<file path="config.mk">
export PLATFORM = sky130hd
export DESIGN_NAME = inst_axi_bridge
export DESIGN_NICKNAME = d
export VERILOG_FILES = /design/src/rtl/inst_axi_bridge_pkg.sv /design/src/rtl/inst_axi_bridge.sv
export SDC_FILE = /design/constraint.sdc
export NUM_CORES = 1
export LEC_CHECK = 0
export ABC_CLOCK_PERIOD_IN_PS = 2100
export BUFFER_PORTS_ARGS = -buffer_cell sky130_fd_sc_hd__buf_2
export CORE_MARGIN = 1.5
export CORE_UTILIZATION = 43
export CTS_BUF_LIST = sky130_fd_sc_hd__clkbuf_8
export DETAILED_ROUTE_END_ITERATION = 8
export HOLD_SLACK_MARGIN = 0.08
export PLACE_DENSITY = 0.83
export SLEW_MARGIN = 20
export SYNTH_ARGS = -nofsm -noshare
export SYNTH_HDL_FRONTEND = slang
export SYNTH_SLANG_ARGS = --single-unit
export TNS_END_PERCENT = 10
</file>
<file path="constraint.sdc">
create_clock -name clk -period 2.1 [get_ports clk]
set_clock_uncertainty 0.05 [all_clocks]
set_input_delay 0.21 -clock clk [delete_from_list [all_inputs] [get_ports clk]]
set_output_delay 0.21 -clock clk [all_outputs]
set_load 0.01 [all_outputs]
</file>
<file path="src/rtl/inst_axi_bridge_pkg.sv">
// inst_axi_bridge_pkg: shared AXI constants, outstanding limit and AR state encoding. Rev 1.0
// Build option: INST_BRIDGE_OUTSTANDING2_EN raises the outstanding-read limit from 1 to 2.
`default_nettype none

package inst_axi_bridge_pkg;

  localparam logic [7:0] AXI_LEN_SINGLE  = 8'd0;
  localparam logic [1:0] AXI_BURST_INCR  = 2'b01;
  localparam logic [1:0] AXI_LOCK_NORMAL = 2'b00;
  localparam logic [3:0] AXI_CACHE_NONE  = 4'b0000;
  localparam logic [2:0] AXI_PROT_NONE   = 3'b000;

`ifdef INST_BRIDGE_OUTSTANDING2_EN
  localparam logic [1:0] MAX_OUT = 2'd2;
`else
  localparam logic [1:0] MAX_OUT = 2'd1;
`endif

  typedef enum logic [0:0] {
    AR_IDLE = 1'b0,
    AR_SEND = 1'b1
  } ar_state_t;

endpackage

`default_nettype wire

</file>
<file path="src/rtl/inst_axi_bridge.sv">
// inst_axi_bridge: fetch-side SRAM-like request/addr_ok/data_ok to single-beat AXI4 read bridge. Rev 1.0
// Build option: INST_BRIDGE_OUTSTANDING2_EN allows two reads in flight (default build: one).
`default_nettype none

module inst_axi_bridge
  import inst_axi_bridge_pkg::*;
#(
  parameter logic [3:0] AXI_ID = 4'd0
) (
  input  logic        clk,
  input  logic        resetn,
  input  logic        inst_sram_req,
  input  logic        inst_sram_wr,
  input  logic [1:0]  inst_sram_size,
  input  logic [31:0] inst_sram_addr,
  input  logic [3:0]  inst_sram_wstrb,
  input  logic [31:0] inst_sram_wdata,
  output logic        inst_sram_addr_ok,
  output logic        inst_sram_data_ok,
  output logic [31:0] inst_sram_rdata,
  output logic [3:0]  arid,
  output logic [31:0] araddr,
  output logic [7:0]  arlen,
  output logic [2:0]  arsize,
  output logic [1:0]  arburst,
  output logic [1:0]  arlock,
  output logic [3:0]  arcache,
  output logic [2:0]  arprot,
  output logic        arvalid,
  input  logic        arready,
  input  logic [3:0]  rid,
  input  logic [31:0] rdata,
  input  logic [1:0]  rresp,
  input  logic        rlast,
  input  logic        rvalid,
  output logic        rready
);

  ar_state_t   state;
  logic [1:0]  out_cnt;
  logic        data_ok_r;
  logic [31:0] rdata_r;
  logic        full;
  logic        addr_ok;
  logic        r_hs;
  logic        unused_ok;

  assign arid    = AXI_ID;
  assign arlen   = AXI_LEN_SINGLE;
  assign arburst = AXI_BURST_INCR;
  assign arlock  = AXI_LOCK_NORMAL;
  assign arcache = AXI_CACHE_NONE;
  assign arprot  = AXI_PROT_NONE;

  // full looks only at the registered count; a same-cycle R beat does not free a slot early
  assign full    = (out_cnt == MAX_OUT);
  assign addr_ok = resetn & inst_sram_req & ~inst_sram_wr & (state == AR_IDLE) & ~full;
  assign rready  = resetn & ~data_ok_r;
  assign r_hs    = rvalid & rready & rlast;

  assign inst_sram_addr_ok = addr_ok;
  assign inst_sram_data_ok = data_ok_r;
  assign inst_sram_rdata   = rdata_r;

  assign unused_ok = ^{inst_sram_wstrb, inst_sram_wdata, rresp, rid};

  always_ff @(posedge clk) begin
    if (!resetn) begin
      state     <= AR_IDLE;
      arvalid   <= 1'b0;
      araddr    <= 32'd0;
      arsize    <= 3'd0;
      out_cnt   <= 2'd0;
      data_ok_r <= 1'b0;
      rdata_r   <= 32'd0;
    end else begin
      data_ok_r <= r_hs;
      if (r_hs) begin
        rdata_r <= rdata;
      end

      case ({addr_ok, r_hs})
        2'b10:   out_cnt <= out_cnt + 2'd1;
        2'b01:   out_cnt <= out_cnt - 2'd1;
        default: out_cnt <= out_cnt;
      endcase

      case (state)
        AR_IDLE: begin
          if (addr_ok) begin
            araddr  <= inst_sram_addr;
            arsize  <= {1'b0, inst_sram_size};
            arvalid <= 1'b1;
            state   <= AR_SEND;
          end
        end
        AR_SEND: begin
          if (arready) begin
            arvalid <= 1'b0;
            state   <= AR_IDLE;
          end
        end
        default: begin
          arvalid <= 1'b0;
          state   <= AR_IDLE;
        end
      endcase
    end
  end

`ifndef SYNTHESIS
  always_ff @(posedge clk) begin
    if (resetn && rvalid && rready) begin
      assert (rid == AXI_ID)
        else $error("inst_axi_bridge: unexpected rid %0h", rid);
    end
  end
`endif

endmodule

`default_nettype wire

</file>
# Word level (Yosys, flattened, before mapping)
# Cells that the tools add are included.
dict set report totals {
  reg_bits 71
  out_inout_bits 94
  elab_cells 35
  input_bits 115
}
dict set report op_classes {
  reduce_logical 3
  muxes 7
  n_eq_ne 5
  n_addsub 2
  n_bitwise 11
}
# op count
set ops {}
lappend ops {{$and 1x1->1} 7}
lappend ops {{$eq 2x1->1 const B} 2}
lappend ops {{$mux 1} 4}
lappend ops {{$ne 2x2->1 const B} 2}
lappend ops {{$not 1->1} 4}
lappend ops {{$pmux 1 s2} 2}
lappend ops {{$pmux 2 s2} 1}
lappend ops {{$reduce_and 2->1} 2}
lappend ops {{$add 2x1->2 const B} 1}
lappend ops {{$eq 2x2->1 const B} 1}
lappend ops {{$reduce_bool 2->1} 1}
lappend ops {{$sub 2x1->2 const B} 1}

# Longest topological paths before layout
# Gate-level depths: netlist (run 1).
dict set report depth {
  depth_word 6
  ltp_mapped 9
  ltp_nobuf 7
}

# Worst setup path after synthesis (run 1)
# Ideal clock, no wire load.
dict set report synth_timing {
  kind {register to register}
  start {register out_cnt[1]}
  end {register out_cnt[0]}
  stages_incl_launch_ff 10
  path_slack_ps 179
  setup_ps 115
  arrival_time_ps 1756
  n_path_buf 2
  t_required_ps 1935
  period_less_slack_ps 1921
  cell_sequence {dfxtp_1 -> inv_1 -> ha_1 -> nor4b_4 -> buf_6 -> buf_6 -> nand2_1 -> ha_1 -> xnor2_1 -> and2_1}
}
dict set report synth_via {
  elab_chain_cells 5
  elab_cells_between_ends 7
  classes_between {3 x eq/ne; 1 x mux; 2 x bitwise; 1 x reduce/logical}
}
# item line
set synth_rtl {}
lappend synth_rtl {{start, declared} inst_axi_bridge.sv:40} ;# logic [1:0] out_cnt;
lappend synth_rtl {{start signal, assigned} inst_axi_bridge.sv:83} ;# 2'b10: out_cnt <= out_cnt + 2'd1;
lappend synth_rtl {{start signal, assigned} inst_axi_bridge.sv:84} ;# 2'b01: out_cnt <= out_cnt - 2'd1;
lappend synth_rtl {{start signal, assigned} inst_axi_bridge.sv:85} ;# default: out_cnt <= out_cnt;
lappend synth_rtl {{$eq 2x1->1 (*)} inst_axi_bridge.sv:56} ;# assign full = (out_cnt == MAX_OUT);
lappend synth_rtl {{$not 1->1 (*)} inst_axi_bridge.sv:57} ;# assign addr_ok = resetn & inst_sram_req & ~inst_sram_wr & (state == AR_IDLE) & ~full;
lappend synth_rtl {{$and 1x1->1 (*)} inst_axi_bridge.sv:57}
lappend synth_rtl {{$eq 2x1->1 or $eq 2x2->1 (tied branches)} inst_axi_bridge.sv:82} ;# case ({addr_ok, r_hs})
lappend synth_rtl {{$pmux 2 s2 or $reduce_bool 2->1 (tied branches)} n/a}
# Every way passes the cells marked *; elsewhere a longest branch is shown, timed or not.
# A chain may end at the register's enable or synchronous reset.

# Final worst setup path (run 1)
dict set report layout_timing {
  start {register out_cnt[1]}
  end {output port inst_sram_addr_ok}
}
dict set report layout_via {
  elab_chain_cells 3
}
# item line
set layout_rtl {}
lappend layout_rtl {{$eq 2x1->1} inst_axi_bridge.sv:56}
lappend layout_rtl {{$not 1->1} inst_axi_bridge.sv:57}
lappend layout_rtl {{$and 1x1->1} inst_axi_bridge.sv:57}
lappend layout_rtl {{end, declared} inst_axi_bridge.sv:18} ;# output logic inst_sram_addr_ok,
# No other way between the ends.

==> impl_metrics.py, run 1 <==
metrics = {
    "floorplan": {
        "die_w_um": 87.3,
        "rows": 30,
        "start_util": 0.447,
        "core_mm2": 0.00683,
        "io_pins": 209,
        "die_h_um": 87.3,
        "dieArea_mm2": 0.00762,
    },
    "worst_setup_path": {
        "end_kind": "output pin",
        "crit_type": "register to output pin",
        "path_cells": "inv_1, ha_1, nor4b_4, clkbuf_16, and2_1, buf_2",
        "critPathArrivalTime_ps": 1680,
        "cp-start-kind": "register",
        "critPathTopFamily": "simple AND/OR/NAND/NOR gates",
        "crit_fanout": 4,
        "cp_slowest_stage_delay_ps": 330,
        "critPathLaunch": "out_cnt[1]",
        "crit_buf_inv": 3,
        "cpMaxStageDelayCell": "dfxtp_1",
        "required_ps": 1840,
        "regToRegStartpoint": "out_cnt[1]",
    },
    "layout": {
        "stdcell_count": 639,
        "drive_gt1_frac": 0.306,
        "fillerInstances": 542,
        "diodes": 0,
        "area_delta_synth_final_pct": 51.2,
        "final_area_mm2": 0.00462,
        "final_net_count": 655,
        "utilization": 0.676,
    },
    "clock_network": {
        "cts_tree": "done",
        "clock_latency_ps": 330,
        "cts.path.max_buffers": 2,
        "clk_pin_slew_ps": 70,
        "clock_sinks": 71,
        "cts-root-buf": "clkbuf_8",
        "cts_buffers": 9,
        "cts_max_level": 3,
    },
    "timing": {
        "fin_crit_sh": 0.922,
        "final.setup.tns_ps": 0,
        "clock.fmax_mhz": 516,
        "rsz0062_at_grt": "false",
        "max-slew-margin-rel": 0.581,
        "slew_violations": 0,
        "worst_pin_slew_ps": 629,
        "finalSetupViolations": 0,
        "min_period_ps": 1940,
        "setup_slack_ps": 163,
        "hold-worst-slack_ps": 97.6,
        "hold_viol": 0,
    },
    "power": {
        "leakagePower_nw": 2.54,
        "total_power_mw": 3.33,
        "power.density_mw_per_mm2": 722,
        "ir_drop_mv": 0.479,
    },
    "logic_synthesis": {
        "avgSynthCellArea_um2": 9.12,
        "synth_top_family_by_area": "multiplexers",
        "synth_cell_types": 23,
        "netlist_instances": 335,
        "ys.flop_type": "dfxtp_1",
        "yosys.area_share.simple": 0.147,
        "synth_enable_flop_cells": 0,
        "synth_common_cells": "nand2_1, dfxtp_1, mux2i_1",
        "synth.most_common_cell": "nand2_1",
        "yosysSeqAreaShare": 0.465,
        "syn_area_mm2": 0.00305,
        "yosys_warnings": 0,
        "synthAdderAreaFrac": 0.00819,
        "synth-xor-area-share": 0.00574,
        "synth_compound_area_frac": 0.00901,
        "yosysTopAreaCellShare": 0.465,
        "yosys_register_bits": 71,
        "synthMuxAreaShare": 0.216,
        "ys_top_cells_by_area": "dfxtp_1, mux2i_1, nand2_1",
        "post-synth-top-area-cell": "dfxtp_1",
        "synth-async-reset-ratio": 0,
    },
    "global_routing": {
        "antenna_found_initial": 0,
        "grt_start_max_net_pins": 65,
        "grt_pass1_wl_mm": 12.6,
        "grt_use_total": 0.217,
        "first_global_vias": 2908,
        "grt_overflow": 0,
    },
    "place": {
        "place_ws_ps": 336,
        "gp_congestion": 0.670,
        "hpwl_mm": 4.57,
        "dpl_cell_area_mm2": 0.00369,
        "dp_cells": 555,
        "port_buffers": 142,
    },
    "routing": {
        "firstDrtPassIters": 4,
        "wire_per_inst_um": 12.8,
        "routed-via-count": 2850,
        "ant_nets": 0,
        "wl_mm": 8.20,
        "vias_per_cell": 4.46,
        "post-route-drc-count": 0,
        "drt_iter0_drc": 70,
    },
    "hold_path": {
        "hp-class": "input port to register",
        "min-delay-start": "inst_sram_addr[20]",
    },
    "run": {
        "max_cap_violations": 0,
    },
    "run_status": {
        "outcome": "finished, final reports clean",
    },
}
## final timing paths
check | depth (start not counted) | slack (ps) | endpoint
worst max-delay path | 6 | 160 | inst_sram_addr_ok
worst min-delay path | 3 | 100 | araddr[20]
worst max register to register | 7 | 310 | out_cnt[0]
worst min register to register | 2 | 410 | araddr[10]
## state kept, by name (all words and copies together) (netlist names)
signal	cells
state	1
arvalid	1
arsize	2
out_cnt	2
araddr	32
inst_sram_rdata	32
inst_sram_data_ok	1
## kinds of logic after synthesis
kind of cell / after synthesis
compound gates: 4
xor+xnor: 2
fa+ha+maj: 2
buf+inv: 79
flops: 71
mux: 66
other cells: 2
simple gates: 109
## report_power, final
group | switching (mW) | total [mW] | internal, mW | leakage, nW
clock | 0.511 | 1.33 | 0.820 | 0.128
sequential | 0.0420 | 1.47 | 1.43 | 0.580
combinational | 0.257 | 0.536 | 0.279 | 1.84
## tightest hold or removal path: stages
cell and delay [ps]:
buf_2 90, nand2_1 50, mux2i_1 70
## layer usage
layer | vias up | global-route usage | share of wire
met4 | 0 | 0.111 | 0.027
met2 | 134 | 0.395 | 0.52
met3 | 22 | 0.0758 | 0.075
met5 | - | 0 | 0
li1 | 1394 | - | -
met1 | 1300 | 0.215 | 0.38
## cells in the final DEF, fill, tap and decap left out, types with 2 or more instances in the layout
master	Yosys	final
dfxtp_1	71	71
buf_2	6	142
bufinv_16	0	3
and2_1	2	2
dlygate4sd3_1	0	64
nand2_1	101	101
inv_1	35	36
ha_1	2	2
mux2i_1	66	66
nor2b_1	2	2
clkbuf_8	0	10
o21a_1	2	2
buf_4	25	6
conb_1	2	24
## what timing repair did
action / 4_1_cts / 5_1_grt
setup endpoints to repair: 0 / 1
gates resized for setup: 0 / 1
hold buffers: 64 / 0
hold endpoints to repair: 64 / 0
buffers inserted: 0 / 3
## final cells by class
class / instances / area (µm²) / area share
Inverter: 35 / 131 / 0.0284
Multi-Input combinational cell: 207 / 1270 / 0.275
Timing Repair Buffer: 214 / 1430 / 0.310
Clock inverter: 6 / 108 / 0.0233
Tap cell: 96 / 120 / 0.0260
Sequential cell: 71 / 1420 / 0.308
Clock buffer: 10 / 138 / 0.0298
No activity file was read; power rests on OpenSTA's default activity.
==> inputs of run 2 (changes only) <==
--- a/config.mk
+++ b/config.mk
@@ -13,6 +13,7 @@
 export DETAILED_ROUTE_END_ITERATION = 8
 export HOLD_SLACK_MARGIN = 0.08
 export PLACE_DENSITY = 0.83
+export SETUP_SLACK_MARGIN = 0.5
 export SLEW_MARGIN = 20
 export SYNTH_ARGS = -nofsm -noshare
 export SYNTH_HDL_FRONTEND = slang
==> run 2 against run 1 <==
  * Sequential cell count unchanged
  * Critical path depth decreased by 1
  * Register-to-register slack improved by 190 ps
  * Worst setup slack improved by 310 ps
  * Global-route usage increased by 0.053 points
  * Die area unchanged
  * Non-clock buffer count decreased by 3
  * Clock power decreased by 19%
  * Largest cell class is now sequential cells
  * Largest power group unchanged
==> impl_metrics.py, run 2 (same netlist as run 1, synthesis figures left out) <==
metrics = {
    "place": {
        "dpl_cell_area_mm2": 0.00374,
        "hpwl_mm": 4.77,
        "gp_congestion": 0.678,
        "port_buffers": 142,
    },
    "global_routing": {
        "grt_pass1_wl_mm": 12.8,
        "grt_use_total": 0.217,
        "antenna_found_initial": 0,
        "grt_start_max_net_pins": 56,
        "first_global_vias": 2850,
        "grt_overflow": 0,
    },
    "clock_network": {
        "clock_latency_ps": 320,
        "cts-root-buf": "clkbuf_8",
        "cts_max_level": 3,
        "clk_pin_slew_ps": 70,
        "cts.path.max_buffers": 2,
        "cts_buffers": 9,
        "cts_tree": "done",
        "clock_sinks": 71,
    },
    "run_status": {
        "outcome": "finished, final reports clean",
    },
    "timing": {
        "finalSetupViolations": 0,
        "fin_crit_sh": 0.776,
        "max-slew-margin-rel": 0.647,
        "clock.fmax_mhz": 614,
        "slew_violations": 0,
        "min_period_ps": 1630,
        "hold_viol": 0,
        "rsz0062_at_grt": "true",
        "final.setup.tns_ps": 0,
        "hold-worst-slack_ps": 100,
        "worst_pin_slew_ps": 530,
    },
    "worst_setup_path": {
        "path_cells": "inv_2, ha_4, nor4b_4, and2_1, buf_2",
        "cp_slowest_stage_delay_ps": 330,
        "crit_fanout": 2,
        "regToRegStartpoint": "out_cnt[1]",
        "critPathLaunch": "out_cnt[1]",
        "end_kind": "output pin",
        "cpMaxStageDelayCell": "dfxtp_2",
        "critPathArrivalTime_ps": 1370,
        "crit_type": "register to output pin",
        "cp-start-kind": "register",
        "critPathTopFamily": "simple AND/OR/NAND/NOR gates",
        "crit_buf_inv": 2,
        "required_ps": 1840,
    },
    "power": {
        "p_seq_frac": 0.477,
        "leakagePower_nw": 2.51,
        "ir_drop_mv": 0.397,
        "clkPwrFrac": 0.349,
        "intPower_mw": 2.31,
        "switching_share": 0.252,
        "power.density_mw_per_mm2": 676,
        "combPwrFrac": 0.174,
        "switchingPower_mw": 0.777,
    },
    "run": {
        "max_cap_violations": 0,
    },
    "floorplan": {
        "core_mm2": 0.00683,
        "io_pins": 209,
        "die_h_um": 87.3,
        "die_w_um": 87.3,
        "rows": 30,
        "start_util": 0.447,
        "dieArea_mm2": 0.00762,
    },
    "routing": {
        "ant_nets": 0,
        "routed-via-count": 2849,
        "post-route-drc-count": 0,
        "drt_iter0_drc": 99,
        "wire_per_inst_um": 13.0,
        "vias_per_cell": 4.49,
        "firstDrtPassIters": 4,
        "wl_mm": 8.24,
    },
    "hold_path": {
        "hp-class": "input port to register",
        "min-delay-start": "rdata[28]",
    },
    "layout": {
        "drive_gt1_frac": 0.317,
        "area_delta_synth_final_pct": 49.4,
        "mostFrequentLayoutCell": "buf_2",
        "mostFrequentLayoutCells": "buf_2, nand2_1, dfxtp_1, mux2i_1, dlygate4sd3_1",
        "final_area_mm2": 0.00456,
        "final_net_count": 652,
        "diodes": 0,
    },
}
## run 2: final cells by class
type	count	area, µm²
flip-flops and latches	71	1420
multi-input cells	207	1300
fillers	517	2270
clock buffers	11	151
inverters	35	131
repair buffers	211	1390
clock inverters	4	46.3
well taps	96	120
## run 2: power groups by stage
stage | combinational, mW | clock, mW | sequential, mW
floorplan | 0.263 | 0 | 1.53
global placement | 0.421 | 0 | 1.49
detailed placement | 0.433 | 0 | 1.50
CTS | 0.525 | 1.12 | 1.47
global route | 0.584 | 1.16 | 1.48
finish | 0.536 | 1.08 | 1.47
## run 2: what timing repair did
| action | 4_1_cts | 5_1_grt |
|---|---|---|
| resized for setup | 2 | 0 |
| buffers inserted | 1 | 0 |
| hold buffers | 61 | 0 |
| hold endpoints to repair | 61 | 0 |
| setup endpoints to repair | 24 | 8 |
| pin swaps | 1 | 0 |
| gates cloned | 0 | 0 |
## run 2: path summary, 6_finish.rpt
check | end | cells after the start | slack [ps]
max | inst_sram_addr_ok | 5 | 470
min | inst_sram_rdata[28] | 3 | 100
max reg2reg | out_cnt[0] | 8 | 500
min reg2reg | araddr[12] | 2 | 400
## run 2: metal layers
metal,wire (µm),global-route usage
met1,3280,0.234
met2,4200,0.388
met3,589,0.0597
met4,174,0.108
met5,0,0
## run 2: through the flow
stage | total power, mW | utilization | cells | worst slack, ps
6_report | 3.08 | 0.668 | 635 | 471
5_1_grt | 3.22 | 0.668 | 635 | 394
4_1_cts | 3.11 | 0.668 | 635 | 450
3_5_place_dp | 1.93 | 0.548 | 558 | 380
3_3_place_gp | 1.91 | 0.548 | 558 | 404
2_1_floorplan | 1.80 | - | 357 | 333
## run 2: worst register-to-register path: cells and delay by family (launching register included)
kind / cells / cell delay [ps]
flip-flops: 1 / 330
AND/OR/NAND/NOR: 3 / 400
XOR/XNOR: 1 / 110
adder cells (fa/ha/maj): 2 / 370
buffers and inverters: 2 / 230
==> inputs of run 3 (changes only) <==
--- a/config.mk
+++ b/config.mk
@@ -5,7 +5,7 @@
 export SDC_FILE = /design/constraint.sdc
 export NUM_CORES = 1
 export LEC_CHECK = 0
-export ABC_CLOCK_PERIOD_IN_PS = 2100
+export ABC_CLOCK_PERIOD_IN_PS = 1600
 export BUFFER_PORTS_ARGS = -buffer_cell sky130_fd_sc_hd__buf_2
 export CORE_MARGIN = 1.5
 export CORE_UTILIZATION = 43
==> constraint.sdc (replaced) <==
create_clock -name clk -period 1.6 [get_ports clk]
set_clock_uncertainty 0.05 [all_clocks]
set_input_delay 0.16 -clock clk [delete_from_list [all_inputs] [get_ports clk]]
set_output_delay 0.16 -clock clk [all_outputs]
set_load 0.01 [all_outputs]
==> run 3 against run 2 <==
  * The run now ends with setup timing left
  * Sequential cell count is the same
  * Power grew 36%
  * Hold slack gained 32 ps
  * Final cell count grew 2.0%
  * Cell area grew 4.9%
  * Via count grew 1.2%
  * Sequential share of layout area shrank 1.5 points
  * Utilization grew 3.3 points
  * Die area is the same
  * Wire length grew 3.8%
  * Clock power grew 36%
  * Non-clock buffer count grew 12
  * Critical path type unchanged
  * Largest power group unchanged
==> impl_metrics.py, run 3 (same netlist as run 1, synthesis figures left out) <==
metrics = {
    "run_status": {
        "outcome": "complete, but fails checks",
        "violations": "setup timing",
    },
    "floorplan": {
        "start_util": 0.447,
        "dieArea_mm2": 0.00762,
        "rows": 30,
        "die_h_um": 87.3,
        "io_pins": 209,
        "die_w_um": 87.3,
        "core_mm2": 0.00683,
    },
    "run": {
        "max_cap_violations": 0,
    },
    "clock_network": {
        "clock_sinks": 71,
        "cts_tree": "done",
        "cts-root-buf": "clkbuf_8",
        "cts_buffers": 9,
        "clk_pin_slew_ps": 80,
        "cts.path.max_buffers": 2,
        "clock_latency_ps": 340,
        "cts_max_level": 3,
    },
    "power": {
        "ir_drop_mv": 0.527,
        "leakagePower_nw": 2.61,
        "power.density_mw_per_mm2": 873,
        "total_power_mw": 4.18,
    },
    "worst_setup_path": {
        "cp-start-kind": "register",
        "required_ps": 1390,
        "path_cells": "inv_2, ha_4, nor4b_4, buf_6, and2_4, buf_6",
        "crit_type": "register to output pin",
        "end_kind": "output pin",
        "crit_fanout": 2,
        "cpMaxStageDelayCell": "dfxtp_2",
        "path_common_cell": "buf_6",
        "critPathArrivalTime_ps": 1490,
        "cp_slowest_stage_delay_ps": 340,
        "rrSetupSlack_ps": -70,
    },
    "routing": {
        "firstDrtPassIters": 6,
        "wire_per_inst_um": 13.2,
        "routed-via-count": 2882,
        "post-route-drc-count": 0,
        "drt_iter0_drc": 83,
        "ant_nets": 0,
        "vias_per_cell": 4.45,
        "wl_mm": 8.55,
    },
    "layout": {
        "mostFrequentLayoutCell": "buf_2",
        "drive_gt1_frac": 0.333,
        "diodes": 0,
        "stdcell_count": 648,
        "mostFrequentLayoutCells": "buf_2, nand2_1, dfxtp_1, dlygate4sd3_1, mux2i_1",
        "area_delta_synth_final_pct": 56.7,
        "fillerInstances": 495,
        "final_net_count": 664,
    },
    "place": {
        "place_ws_ps": -8.97,
        "gp_congestion": 0.742,
        "port_buffers": 142,
        "dp_cells": 561,
        "hpwl_mm": 4.76,
    },
    "timing": {
        "slew_violations": 0,
        "rsz0062_at_grt": "true",
        "hold_viol": 0,
        "fin_crit_sh": 1.06,
        "finalSetupViolations": 7,
        "clock.fmax_mhz": 590,
        "setup_slack_ps": -95.8,
        "min_period_ps": 1700,
    },
    "global_routing": {
        "grt_overflow": 0,
        "grt_start_max_net_pins": 41,
        "antenna_found_initial": 0,
        "grt_use_total": 0.224,
        "first_global_vias": 2920,
        "grt_pass1_wl_mm": 13.2,
    },
    "hold_path": {
        "hp-class": "input port to register",
    },
}
==> run 3: changes by cell type in the layout (fill, tap and decap cells not counted), sizes merged <==
cell,delta
dlygate4sd3,+6
buf,+5
clkbuf,-2
inv,+2
bufbuf,+1
clkinvlp,+1
==> run 3: what timing repair did <==
| action | in CTS | in global routing |
|---|---|---|
| endpoints found under the hold margin | 67 | 0 |
| pin swaps | 2 | 1 |
| cloned | 2 | 0 |
| hold buffers | 67 | 0 |
| gates resized for setup | 8 | 6 |
| endpoints found under the setup margin | 72 | 74 |
| buffers inserted | 2 | 0 |
==> run 3: area by class of cell <==
cell class | instances | area, µm² | area share
clock buffers | 9 | 124 | 0.0259
clock inverters | 7 | 80.1 | 0.0167
flip-flops and latches | 71 | 1420 | 0.297
inverters | 35 | 131 | 0.0274
well taps | 96 | 120 | 0.0251
multi-input cells | 207 | 1320 | 0.275
repair buffers | 223 | 1590 | 0.332
==> run 3: path summary, 6_finish.rpt <==
kind,start,end,depth (start not counted)
max,out_cnt[1],inst_sram_addr_ok,6
min,resetn,out_cnt[1],3
max reg2reg,out_cnt[1],araddr[2],7
min reg2reg,inst_sram_rdata[25],inst_sram_rdata[25],2
==> run 3: per-stage QoR <==
stage | util | TNS [ps] | hold slack, ps | area [µm²]
final | 0.701 | -344 | 132 | 4790
after global routing | 0.701 | -1040 | 127 | 4790
after CTS | 0.699 | -1170 | 103 | 4770
after detailed placement | 0.555 | -10.7 | 352 | 3790
after global placement | 0.555 | 0 | 346 | 3790
after floorplan | - | -298 | 242 | 3170
==> run 3: where the power goes <==
| part | internal [mW] | switching (mW) |
|---|---|---|
| combinational | 0.426 | 0.358 |
| clock | 0.739 | 0.728 |
| sequential | 1.87 | 0.0552 |
==> run 3: critical path, delay by kind of cell, from the launching register on <==
kind | cells | cell delay (ps)
adder cells (fa/ha/maj) | 1 | 150
buffers and inverters | 3 | 280
AND/OR/NAND/NOR | 2 | 380
flip-flops | 1 | 340
==> run 3: metal layers <==
metal / routed length [µm] / vias up / global-route usage / share of wire
met1: 3330 / 1331 / 0.236 / 0.39
met2: 4400 / 126 / 0.406 / 0.51
met5: 0 / - / 0 / 0
met4: 156 / 0 / 0.0981 / 0.018
li1: - / 1410 / - / -
met3: 664 / 15 / 0.0701 / 0.078
